<file path="config.mk">
export PLATFORM = sky130hd
export DESIGN_NAME = div_seq_ctrl_flat
export DESIGN_NICKNAME = d
export VERILOG_FILES = /design/src/rtl/div_seq_if.sv /design/src/rtl/div_seq_ctrl.sv /design/src/flat_wrapper.sv
export SDC_FILE = /design/constraint.sdc
export NUM_CORES = 1
export LEC_CHECK = 0
export BUFFER_PORTS_ARGS = -buffer_cell sky130_fd_sc_hd__buf_2
export CAP_MARGIN = 15
export CORE_MARGIN = 10
export CORE_UTILIZATION = 55
export DETAILED_ROUTE_END_ITERATION = 8
export PLACE_DENSITY = 0.85
export SLEW_MARGIN = 20
export SYNTH_ARGS = -nofsm -noshare
export SYNTH_HDL_FRONTEND = slang
export SYNTH_SLANG_ARGS = --single-unit
</file>
<file path="constraint.sdc">
create_clock -name clk -period 2.8 [get_ports clk]
set_input_delay 0.14 -clock clk [delete_from_list [all_inputs] [get_ports clk]]
set_output_delay 0.14 -clock clk [all_outputs]
set_load 0.01 [all_outputs]
</file>
<file path="src/rtl/div_seq_if.sv">
// div_seq_if
//  Start/done handshake and operand/result bundle for the sequential divider.
//  master : requester side (drives start, num1, num2; receives status/results)
//  slave  : divider side (receives request; drives busy, done, div_by_zero,
//           quotient, remainder)
//  Signals:
//   start        request pulse/level, sampled by the divider only when idle
//   num1, num2   dividend and divisor, BITS wide, unsigned
//   busy         high while the divider is iterating
//   done         one-cycle pulse marking valid results
//   div_by_zero  set with done when the divisor was zero
//   quotient     result quotient, BITS wide
//   remainder    result remainder, BITS wide
interface div_seq_if #(
  parameter int BITS = 4
);
  logic            start;
  logic [BITS-1:0] num1;
  logic [BITS-1:0] num2;
  logic            busy;
  logic            done;
  logic            div_by_zero;
  logic [BITS-1:0] quotient;
  logic [BITS-1:0] remainder;

  modport master (
    output start, num1, num2,
    input  busy, done, div_by_zero, quotient, remainder
  );

  modport slave (
    input  start, num1, num2,
    output busy, done, div_by_zero, quotient, remainder
  );
endinterface

</file>
<file path="src/rtl/div_seq_ctrl.sv">
// div_seq_ctrl
//  Sequential restoring divider: one trial subtraction through a single shared
//  BITS+1 wide subtractor per clock, producing one quotient bit per cycle.
//  Unsigned quotient/remainder are returned through the start/done handshake.
//  Ports:
//   clk    rising-edge clock
//   rst_n  asynchronous active-low reset (aborts any operation in flight)
//   bus    div_seq_if.slave: start, num1, num2 in; busy, done, div_by_zero,
//          quotient, remainder out (all outputs registered)
module div_seq_ctrl #(
  parameter int BITS = 4
) (
  input logic      clk,
  input logic      rst_n,
  div_seq_if.slave bus
);

  localparam int CNT_W = $clog2(BITS);

  typedef enum logic [1:0] {
    IDLE = 2'd0,
    CALC = 2'd1,
    DONE = 2'd2
  } state_t;

  state_t          state_r;
  logic [BITS-1:0] div_r;     // latched divisor D
  logic [BITS-1:0] quo_r;     // shifts dividend out, quotient bits in
  logic [BITS:0]   rem_r;     // partial remainder R, one bit wider than operands
  logic [CNT_W-1:0] cnt_r;    // iterations remaining minus one
  logic            dz_r;      // divide-by-zero flag for the pending result

  logic [BITS:0]   trial_s;
  logic [BITS:0]   diff_s;
  logic            carry_s;
  logic [BITS:0]   rem_next_s;
  logic [BITS-1:0] quo_next_s;
  logic            rem_msb_unused_s;

  // After a restoring step R < D, so the top bit of R never feeds back.
  assign rem_msb_unused_s = rem_r[BITS];

  // Shared subtractor: T + ~D + 1; carry-out high means T >= D (restore otherwise).
  always_comb begin
    trial_s    = {rem_r[BITS-1:0], quo_r[BITS-1]};
    {carry_s, diff_s} = {1'b0, trial_s} + {1'b0, ~{1'b0, div_r}} + {{(BITS+1){1'b0}}, 1'b1};
    rem_next_s = trial_s;
    quo_next_s = {quo_r[BITS-2:0], 1'b0};
    if (carry_s) begin
      rem_next_s = diff_s;
      quo_next_s = {quo_r[BITS-2:0], 1'b1};
    end else begin
      rem_next_s = trial_s;
      quo_next_s = {quo_r[BITS-2:0], 1'b0};
    end
  end

  // Control FSM with datapath registers and registered handshake outputs.
  always_ff @(posedge clk or negedge rst_n) begin
    if (!rst_n) begin
      state_r         <= IDLE;
      div_r           <= {BITS{1'b0}};
      quo_r           <= {BITS{1'b0}};
      rem_r           <= {(BITS+1){1'b0}};
      cnt_r           <= {CNT_W{1'b0}};
      dz_r            <= 1'b0;
      bus.busy        <= 1'b0;
      bus.done        <= 1'b0;
      bus.div_by_zero <= 1'b0;
      bus.quotient    <= {BITS{1'b0}};
      bus.remainder   <= {BITS{1'b0}};
    end else begin
      bus.done <= 1'b0;
      case (state_r)
        IDLE: begin
          if (bus.start) begin
            bus.div_by_zero <= 1'b0;
            if (bus.num2 != {BITS{1'b0}}) begin
              div_r    <= bus.num2;
              quo_r    <= bus.num1;
              rem_r    <= {(BITS+1){1'b0}};
              cnt_r    <= CNT_W'(BITS - 1);
              dz_r     <= 1'b0;
              bus.busy <= 1'b1;
              state_r  <= CALC;
            end else begin
              // Zero divisor skips iteration: all-ones quotient, dividend as remainder.
              quo_r   <= {BITS{1'b1}};
              rem_r   <= {1'b0, bus.num1};
              dz_r    <= 1'b1;
              state_r <= DONE;
            end
          end else begin
            state_r <= IDLE;
          end
        end
        CALC: begin
          rem_r <= rem_next_s;
          quo_r <= quo_next_s;
          if (cnt_r == {CNT_W{1'b0}}) begin
            bus.busy <= 1'b0;
            state_r  <= DONE;
          end else begin
            cnt_r <= cnt_r - CNT_W'(1);
          end
        end
        DONE: begin
          bus.done        <= 1'b1;
          bus.quotient    <= quo_r;
          bus.remainder   <= rem_r[BITS-1:0];
          bus.div_by_zero <= dz_r;
          state_r         <= IDLE;
        end
        default: begin
          bus.busy <= 1'b0;
          state_r  <= IDLE;
        end
      endcase
    end
  end

endmodule

</file>
<file path="src/flat_wrapper.sv">
// flat-port wrapper written by rule: the top's interface ports become plain ports
module div_seq_ctrl_flat 
#(
  parameter int BITS = 4
)
  (clk, rst_n, bus_start, bus_num1, bus_num2, bus_busy, bus_done, bus_div_by_zero, bus_quotient, bus_remainder);
  div_seq_if #(.BITS(BITS)) bus_i ();
  input logic clk;
  input logic rst_n;
  input wire logic [$bits(bus_i.start)-1:0] bus_start;
  input wire logic [$bits(bus_i.num1)-1:0] bus_num1;
  input wire logic [$bits(bus_i.num2)-1:0] bus_num2;
  output wire logic [$bits(bus_i.busy)-1:0] bus_busy;
  output wire logic [$bits(bus_i.done)-1:0] bus_done;
  output wire logic [$bits(bus_i.div_by_zero)-1:0] bus_div_by_zero;
  output wire logic [$bits(bus_i.quotient)-1:0] bus_quotient;
  output wire logic [$bits(bus_i.remainder)-1:0] bus_remainder;
  assign bus_i.start = bus_start;
  assign bus_i.num1 = bus_num1;
  assign bus_i.num2 = bus_num2;
  assign bus_busy = bus_i.busy;
  assign bus_done = bus_i.done;
  assign bus_div_by_zero = bus_i.div_by_zero;
  assign bus_quotient = bus_i.quotient;
  assign bus_remainder = bus_i.remainder;
  div_seq_ctrl #(.BITS(BITS)) u_core (.clk(clk), .rst_n(rst_n), .bus(bus_i));
endmodule
</file>
==> run metrics, run 1 <==
status=complete, no violations; worst relative slew slack=0.4820; crit-path cells=ha_1, nor2b_1, o31a_1, or4_1, a21oi_1; Top Usage Layer GRT=met2; Peak VDD IR=776.3 uV; Post-Layout Cell Count=177; DIE AREA=0.004849 sq mm; met3 Usage GRT=0.03566; critical register-to-register path endpoint=u_core.rem_r[3]; crit-path max cell delay=0.51 ns; crit path kind=flip-flop to flip-flop; first drt pass iteration count=4; total gr overflow=0; highest clock rate=507.2 MHz; Layout area overhead=14.50%; GPL Wtd Cong=0.8613; final WL=2751 microns; CTS clock-pin slew for the worst setup and hold paths=0.15 ns; Critical Path Start Type=flip-flop; post-synthesis cell type count=38; RR Startpoint=u_core.rem_r[0]; IO Count=22; Post-Place Setup Slack=0.8929 ns; Hold Path Stages=2; dpl hpwl=2078 microns; hold crit path type=input port to flip-flop; CORE AREA=0.002276 sq mm; Mean Syn Cell Area=10.84 sq um; final setup vio count=0; main combinational cell family by area after synthesis=compound AO/OA/AOI/OAI gates; DRT antenna net count=0; PD cells=1258 mW/mm^2; Final Hold Violating Endpoints=0; max cap viols=0; Least-Margin Pin Slew=0.7699 ns; CTS-repair resized insts=0; Critical Path Sink Type=flip-flop; initial antenna violation count=0; Final Max Slew Viols=0; Clock Tree Buf Depth=2; Overall Global Routing Usage=0.1147; hold slack=0.05362 ns; hold_sp=bus_num2[1]; clk root buf=clkbuf_4; DR WL/cell=15.54 microns; Reg2Reg Setup Slack=0.83 ns; Critical Path RT=3.05 ns; largest net degree at the start of global routing=29; syn nets=142; Vias/cell=5.757; delay-heaviest family, CP=simple AND/OR/NAND/NOR gates; number of global-route vias before repair=1054; fraction of layout cells with a size suffix above 1=0.2550; Syn Inst Count=125; leakage power=0.7424 nW; routed vias=1019; min cycle time layout=1.972 ns; starting density of the core=0.5954; grt met1 use=0.1510; met2 Use GR=0.1653; FF-to-FF path depth=5; number of H-tree levels=1; Post-Synth XOR/XNOR Area=0.006464; Setup WS post-layout=0.8284 ns; synthesized flop and latch total=28; mux contribution to synthesized area=0.08033; Synth Area in Compound Gates=0.1588; mapped cell area=0.001355 sq mm; ant diodes=0; later-pin clock latency in the skew report=0.33 ns; CP max-delay cell=or4_1; Placed Cells=172; CP Data Arrival Time=2.23 ns; Buffers on Ports=21; final setup TNS=0 ns; WP buf/inv=0; area share of and/or/nand/nor cells after synthesis=0.1357; fin util=0.6817; share of synthesized cell area in full adder, half adder and majority cells=0.06094; final clock skew=0.001393 ns; first-pass GRT wire length=4809 microns; crit path max fanout=5; DRC viols=0; Post-layout nets=167; Die Ht=69.64 microns; final worst path period share=0.7041; post-synthesis sequential area ratio=0.5171; Post-CTS Setup Bufs=0; CTS Buf Count=3; Num Clock Sinks=28; Synth warnings=0; Filler cells=181; initial drt markers=45; setup repair after global routing missed its margin=no; die width=69.64 microns; row count=17; CTS tree=yes; hold path endpoint=u_core.div_r[1]
==> per-layer routing <==
metal / routed length [microns] / up-vias / part of all wire
li1: - / 499 / -
met1: 1278 / 473 / 0.46
met2: 1212 / 41 / 0.44
met3: 224 / 6 / 0.081
met4: 35 / 0 / 0.013
met5: 0 / - / 0
==> Yosys cell counts, drive strengths merged <==
master   instances  share of area
a2111oi          2          0.013
a211oi           1         0.0055
a21oi            4          0.015
a22o             4          0.026
a31o             1         0.0065
a31oi            2         0.0092
a32oi            1         0.0065
and3             3          0.014
buf              2         0.0074
clkbuf           1         0.0028
dfrtp           28           0.52
fa               1          0.015
ha               5          0.046
inv             11          0.030
mux2             7          0.058
mux2i            3          0.022
nand2           12          0.035
nand3            1         0.0037
nor2            11          0.038
nor2b            1         0.0046
nor3             2          0.016
nor4             1         0.0046
nor4b            1         0.0065
o211ai           1         0.0055
o21a             2          0.011
o21ai           10          0.037
o22ai            1         0.0046
o311ai           1         0.0065
o31a             1         0.0065
o32ai            1         0.0065
or4              2          0.014
xor2             1         0.0065
==> sequential cells by signal, summed over array words and instances, names as in the netlist <==
signal and cells:
u_core.bus.done 1, u_core.quo_r 4, u_core.bus.quotient 4, u_core.cnt_r 2
u_core.bus.busy 1, u_core.bus.remainder 4, u_core.bus.div_by_zero 1, u_core.rem_r 4
u_core.state_r 2, u_core.div_r 4, u_core.dz_r 1
==> power by group <==
group / internal, W / leakage [nW] / switching, W
sequential: 0.000597 / 0.337 / 0.000153
combinational: 0.000437 / 0.377 / 0.000504
clock: 0.000145 / 0.0279 / 0.000117
==> cells in the final DEF (no fill, tap or decap), types with 4 or more instances in the layout <==
cell,netlist,routed
a22o_1,4,4
dfrtp_1,28,28
ha_1,5,5
inv_1,11,11
buf_2,2,21
o21ai_0,9,9
mux2_2,7,7
a21oi_1,4,4
nor2_1,9,9
nand2_1,11,11
==> worst register-to-register path: stages, from the launching register on <==
cell and delay [ns]:
dfrtp_1 0.47, ha_1 0.31, nor2b_1 0.14, o31a_1 0.29, or4_1 0.51, a21oi_1 0.18
==> worst max path at each step <==
stage	from	endpoint	slack (ns)	cells after the start
final	u_core.rem_r[0]	u_core.rem_r[3]	0.83	5
after detailed placement	u_core.rem_r[0]	u_core.rem_r[3]	0.89	5
after global routing	u_core.rem_r[0]	u_core.rem_r[3]	0.77	5
after CTS	u_core.rem_r[0]	u_core.rem_r[3]	0.86	5
after global placement	u_core.rem_r[0]	u_core.rem_r[3]	0.99	5
after floorplan	u_core.rem_r[0]	u_core.rem_r[3]	1.02	5
==> final cells by class <==
class	instances	area, sq um	area share
tap	28	35.03	0.02258
inverter	11	41.29	0.02661
clock inverter	1	30.03	0.01935
clock buffer	3	22.52	0.01452
multi-input combinational	83	599.3	0.3863
timing repair buffer	23	122.6	0.07903
sequential	28	700.7	0.4516
==> logic make-up (layout without fill, tap and decap cells) <==
| logic type | after synthesis | in the layout |
|---|---|---|
| AOI/OAI and AO/OA | 32 | 32 |
| xor gates and xnor gates | 1 | 1 |
| DFF | 28 | 28 |
| adders and majority gates | 6 | 6 |
| and+or+nand+nor | 34 | 34 |
| buffers and inverters | 14 | 38 |
| muxes | 10 | 10 |
==> per-stage QoR <==
stage | instance area (sq um) | power, W
CTS | 1551 | 0.001958
finish | 1551 | 0.001952
detailed placement | 1489 | 0.001685
global placement | 1489 | 0.001630
floorplan | 1355 | 0.001420
global route | 1551 | 0.002123
==> repair_timing <==
action                                  4_1_cts  5_1_grt
endpoints found under the setup margin        0        0
hold buffers                                  1        0
hold endpoints to repair                     28        0
No activity file was read; power rests on OpenSTA's default activity.
==> inputs of run 2 (changes only) <==
Settings changed: ABC_AREA from default to 1.
Clock period 2.8 ns to 1.87 ns, I/O delays scaled along.
==> run 2 against run 1 <==
Effect of this change:
- worst setup slack lost 0.60 ns
- area after synthesis grew 4.4%
- largest cell class unchanged
- critical path type unchanged
- sequential share of layout area shrank 1.9 points
==> run metrics, run 2 <==
highest clock rate=609.1 MHz; die width=70.73 microns; setup repair after global routing missed its margin=no; dpl hpwl=2386 microns; Layout area overhead=14.32%; final setup TNS=0 ns; Final Hold Violating Endpoints=0; leakage power=0.8816 nW; post-synthesis sequential area ratio=0.4951; initial antenna violation count=0; Post-synth top cells=36 x nand2_1, 28 x dfrtp_1, 26 x inv_1; max cap viols=0; number of global-route vias before repair=1212; asr flop ratio synth=1.000; post-synthesis cell type count=24; Post-CTS Setup Bufs=0; cell taking the most area after synthesis=dfrtp_1; row count=18; fin area=0.001618 sq mm; Buffers on Ports=21; Critical Path Sink Type=flip-flop; crit-path cells=inv_1, ha_1, inv_1, fa_1, xor2_1, nand2_1, nand3_1, nand2_1, nand2_1; IO Count=22; DRT antenna net count=0; syn nets=187; Peak VDD IR=1276 uV; Die Ht=70.73 microns; starting density of the core=0.5712; PD cells=1882 mW/mm^2; placed cell area=0.001555 sq mm; Mean Syn Cell Area=8.324 sq um; crit-path max cell delay=0.39 ns; first drt pass iteration count=6; final setup vio count=0; commonest non-fill, non-tap cell in the layout=nand2_1; most frequent cells in the layout=36 x nand2_1, 28 x dfrtp_1, 26 x inv_1; CP max-delay cell=dfrtp_1; fraction of layout cells with a size suffix above 1=0.2103; CORE AREA=0.002477 sq mm; Least-Margin Pin Slew=0.6020 ns; ant diodes=0; Num Clock Sinks=28; Filler cells=210; Syn Inst Count=170; Overall Global Routing Usage=0.1234; Most used DFF post-synth=dfrtp_1; min cycle time layout=1.642 ns; final WL=3113 microns; mapped cell area=0.001415 sq mm; Synth warnings=0; crit path kind=flip-flop to flip-flop; GPL Wtd Cong=0.9552; Critical Path RT=2.11 ns; CP Data Arrival Time=1.88 ns; final clock skew=0.009751 ns; crit path max fanout=4; fin util=0.6530; routed vias=1250; clk root buf=clkbuf_4; hold crit path type=input port to flip-flop; CTS clock-pin slew for the worst setup and hold paths=0.16 ns; initial drt markers=97; synthesized flop and latch total=28; worst relative slew slack=0.5987; Final Max Slew Viols=0; later-pin clock latency in the skew report=0.33 ns; share of the synthesized area in the top cell type=0.4951; DIE AREA=0.005002 sq mm; Clock Tree Buf Depth=2; Post-layout nets=213; Vias/cell=5.556; number of H-tree levels=1; DRC viols=0; most used cell, CP=nand2_1; most common cell in the synthesized netlist=nand2_1; first-pass GRT wire length=5402 microns; Post-synth EDFFs=0; total gr overflow=0; CTS tree=yes; CTS Buf Count=3; DR WL/cell=13.84 microns; status=complete, no violations; largest net degree at the start of global routing=29; final worst path period share=0.8780; Synth area leaders=dfrtp_1 50%, nand2_1 9.5%, inv_1 6.9%, ha_1 4.4%, o21ai_0 3.5%; Critical Path Start Type=flip-flop
-- run 2: changes by cell type in the layout (fill, tap and decap cells not counted), sizes merged, moves of 5 or more --
| cell | change |
|---|---|
| a21oi | +5 |
| inv | +22 |
| mux2 | -7 |
| nand2 | +28 |
| nand3 | +6 |
| o21ai | +10 |
-- run 2: final timing paths --
| kind | start | cells after the start | slack (ns) | end |
|---|---|---|---|---|
| max | u_core.quo_r[3] | 9 | 0.23 | u_core.rem_r[2] |
| min | bus_start | 3 | 0.02 | u_core.dz_r |
| max reg2reg | u_core.quo_r[3] | 9 | 0.23 | u_core.rem_r[2] |
| min reg2reg | u_core.bus.busy | 2 | 0.49 | u_core.bus.busy |
| max in group asynchronous | rst_n | 2 | 1.18 | u_core.quo_r[3] |
| min in group asynchronous | rst_n | 2 | 0.29 | u_core.bus.quotient[1] |
-- run 2: final cells by class --
type	count	area (sq um)	area share
Sequential cell	28	700.7	0.4331
Multi-Input combinational cell	107	580.6	0.3589
Inverter	33	123.9	0.07657
Timing Repair Buffer	23	122.6	0.07579
Tap cell	30	37.54	0.02320
Clock inverter	1	30.03	0.01856
Clock buffer	3	22.52	0.01392
-- run 2: layer usage --
layer	share of wire	wire length, microns	global-route usage
met3	0.084	261	0.03487
met4	0.0090	28	0.03656
met5	0	0	0
met2	0.47	1472	0.2047
met1	0.43	1350	0.1512
-- run 2: report_power, final --
part | internal, W | total (W) | leakage, nW | switching [W]
clock network | 0.000217 | 0.000396 | 0.0279 | 0.000179
registers | 0.000876 | 0.00105 | 0.344 | 0.000170
logic | 0.000589 | 0.00160 | 0.509 | 0.00101
-- run 2: kinds of logic (layout without fill, tap and decap cells) --
group | count (synthesis) | in the layout | synth area share
adders and majority gates | 6 | 6 | 0.05836
buffers and inverters | 35 | 60 | 0.09461
xor gates and xnor gates | 1 | 1 | 0.006190
and+or+nand+nor | 64 | 64 | 0.2087
AOI/OAI and AO/OA | 36 | 36 | 0.1370
DFF | 28 | 28 | 0.4951
-- run 2: metrics by stage --
step                      hold slack (ns)  power [W]  setup slack (ns)  std cells
after floorplan                   -0.2021   0.002198            0.3887        170
after global placement             0.1329   0.002523            0.3405        220
after detailed placement           0.1355   0.002628            0.2646        220
after CTS                         0.02197   0.003029            0.2391        225
after global routing              0.01278   0.003332            0.1148        225
final                             0.02236   0.003044            0.2282        225
-- run 2: worst max-delay path: cells and delay by family, from the launching register on --
family / cells / cell delay, ns
buffers and inverters: 2 / 0.19
flip-flops: 1 / 0.39
XOR/XNOR: 1 / 0.17
AND/OR/NAND/NOR: 4 / 0.25
adder cells (fa/ha/maj): 2 / 0.55
-- run 2: timing repair --
| action | CTS | global route |
|---|---|---|
| gates resized for setup | 0 | 0 |
| hold endpoints to repair | 28 | 0 |
| hold buffers | 1 | 0 |
==> inputs of run 3 (changes only) <==
Settings changed: ABC_AREA 1 to default, CORE_UTILIZATION 55 to 54, PLACE_DENSITY 0.85 to 0.84.
==> run 3 against run 2 <==
Effect of this change:
- wire length shrank 3.9%
- critical path depth shrank 4
- sequential cell count unchanged
- worst hold slack got worse by 0.016 ns
- power fell by 0.83%
- via count shrank 14%
- global-route usage down 0.090 points
- sequential share of layout area increased by 0.41 points
- critical path type unchanged
==> run metrics, run 3 (synthesized netlist as in run 1, its figures left out) <==
final worst path period share=0.9918; Critical Path Sink Type=flip-flop; dpl hpwl=2209 microns; Die Ht=70.10 microns; first-pass GRT wire length=5064 microns; Overall Global Routing Usage=0.1225; Post-Place Setup Slack=0.03647 ns; total gr overflow=0; fin util=0.6590; highest clock rate=539.2 MHz; DRT antenna net count=0; fraction of layout cells with a size suffix above 1=0.3097; die width=70.10 microns; DIE AREA=0.004913 sq mm; CTS Buf Count=3; final clock skew=0.01083 ns; IO Count=22; Clock Tree Buf Depth=2; leakage power=0.7666 nW; Vias/cell=5.843; Reg2Reg Setup Slack=0.02 ns; min cycle time layout=1.855 ns; final setup vio count=0; setup repair after global routing missed its margin=yes; CTS tree=yes; Critical Path Start Type=flip-flop; Critical Path RT=2.15 ns; worst relative slew slack=0.6040; Layout area overhead=18.28%; CTS clock-pin slew for the worst setup and hold paths=0.15 ns; Tot Pwr=0.003019 W; row count=18; status=complete, no violations; later-pin clock latency in the skew report=0.33 ns; commonest non-fill, non-tap cell in the layout=dfrtp_1; Peak VDD IR=1318 uV; multi-input logic area=619.3 sq um; DRC viols=0; initial drt markers=85; Buffers on Ports=21; Post-layout nets=173; CORE AREA=0.002432 sq mm; first drt pass iteration count=4; routed vias=1081; Least-Margin Pin Slew=0.5939 ns; Num Clock Sinks=28; Reg area=700.7 sq um; most frequent cells in the layout=28 x dfrtp_1, 21 x buf_2, 11 x nand2_1; final setup TNS=0 ns; Final Max Slew Viols=0; largest net degree at the start of global routing=29; final WL=2993 microns; Setup WS post-layout=0.01525 ns; hold crit path type=input port to flip-flop; number of global-route vias before repair=1095; crit path kind=flip-flop to flip-flop; clk root buf=clkbuf_4; PD cells=1884 mW/mm^2; initial antenna violation count=0; GPL Wtd Cong=0.8215; max cap viols=0; crit path max fanout=2; ant diodes=0; CP Data Arrival Time=2.13 ns; Filler cells=199; Final Hold Violating Endpoints=0; starting density of the core=0.5571; number of H-tree levels=1; DR WL/cell=16.18 microns
==> run 3: path summary, 6_finish.rpt <==
| kind | start | endpoint | depth (start not counted) |
|---|---|---|---|
| max in group asynchronous | rst_n | u_core.quo_r[3] | 2 |
| hold / removal | bus_num2[3] | u_core.div_r[3] | 2 |
| hold reg to reg | u_core.bus.quotient[3] | u_core.bus.quotient[3] | 2 |
| min in group asynchronous | rst_n | u_core.quo_r[0] | 2 |
| setup / recovery | u_core.rem_r[0] | u_core.rem_r[3] | 5 |
| setup reg to reg | u_core.rem_r[0] | u_core.rem_r[3] | 5 |
==> run 3: power by group <==
part | total (W) | leakage (nW) | switching [W] | internal (W)
Sequential | 0.00112 | 0.337 | 0.000231 | 0.000894
Combinational | 0.00160 | 0.408 | 0.000814 | 0.000783
Clock | 0.000297 | 0.0210 | 0.000178 | 0.000119
==> run 3: routing by layer <==
metal  GRT usage  vias to the layer above  part of all wire
met5           0                        -                 0
met1      0.1595                      517              0.45
met2      0.1813                       43              0.46
met4     0.04605                        0            0.0094
li1            -                      517                 -
met3     0.04237                        4             0.075
==> run 3: worst max-delay path, cell delays in order (launching register included) <==
cell and delay (ns):
dfrtp_1 0.43, ha_1 0.29, nor2b_1 0.14, o31a_1 0.29, or4_4 0.53, a21oi_2 0.13
==> run 3: metrics by stage <==
| step | hold slack [ns] | instances | cell area, sq um |
|---|---|---|---|
| after global routing | 0.01577 | 185 | 1603 |
| after CTS | 0.01606 | 182 | 1560 |
| after global placement | 0.1280 | 177 | 1514 |
| after detailed placement | 0.1335 | 177 | 1514 |
| after floorplan | -0.2021 | 125 | 1355 |
| final | 0.006534 | 185 | 1603 |
==> run 3: repair_timing <==
| item | CTS | global route |
|---|---|---|
| setup endpoints to repair | 1 | 4 |
| setup buffers | 0 | 3 |
| hold buffers | 1 | 0 |
| endpoints found under the hold margin | 28 | 0 |
| gates resized for setup | 1 | 5 |
==> run 3: final cells by class <==
class / count / area share
Multi-Input combinational cell: 83 / 0.3864
Tap cell: 30 / 0.02342
Sequential cell: 28 / 0.4372
Clock buffer: 4 / 0.02264
Inverter: 11 / 0.02576
Timing Repair Buffer: 29 / 0.1046
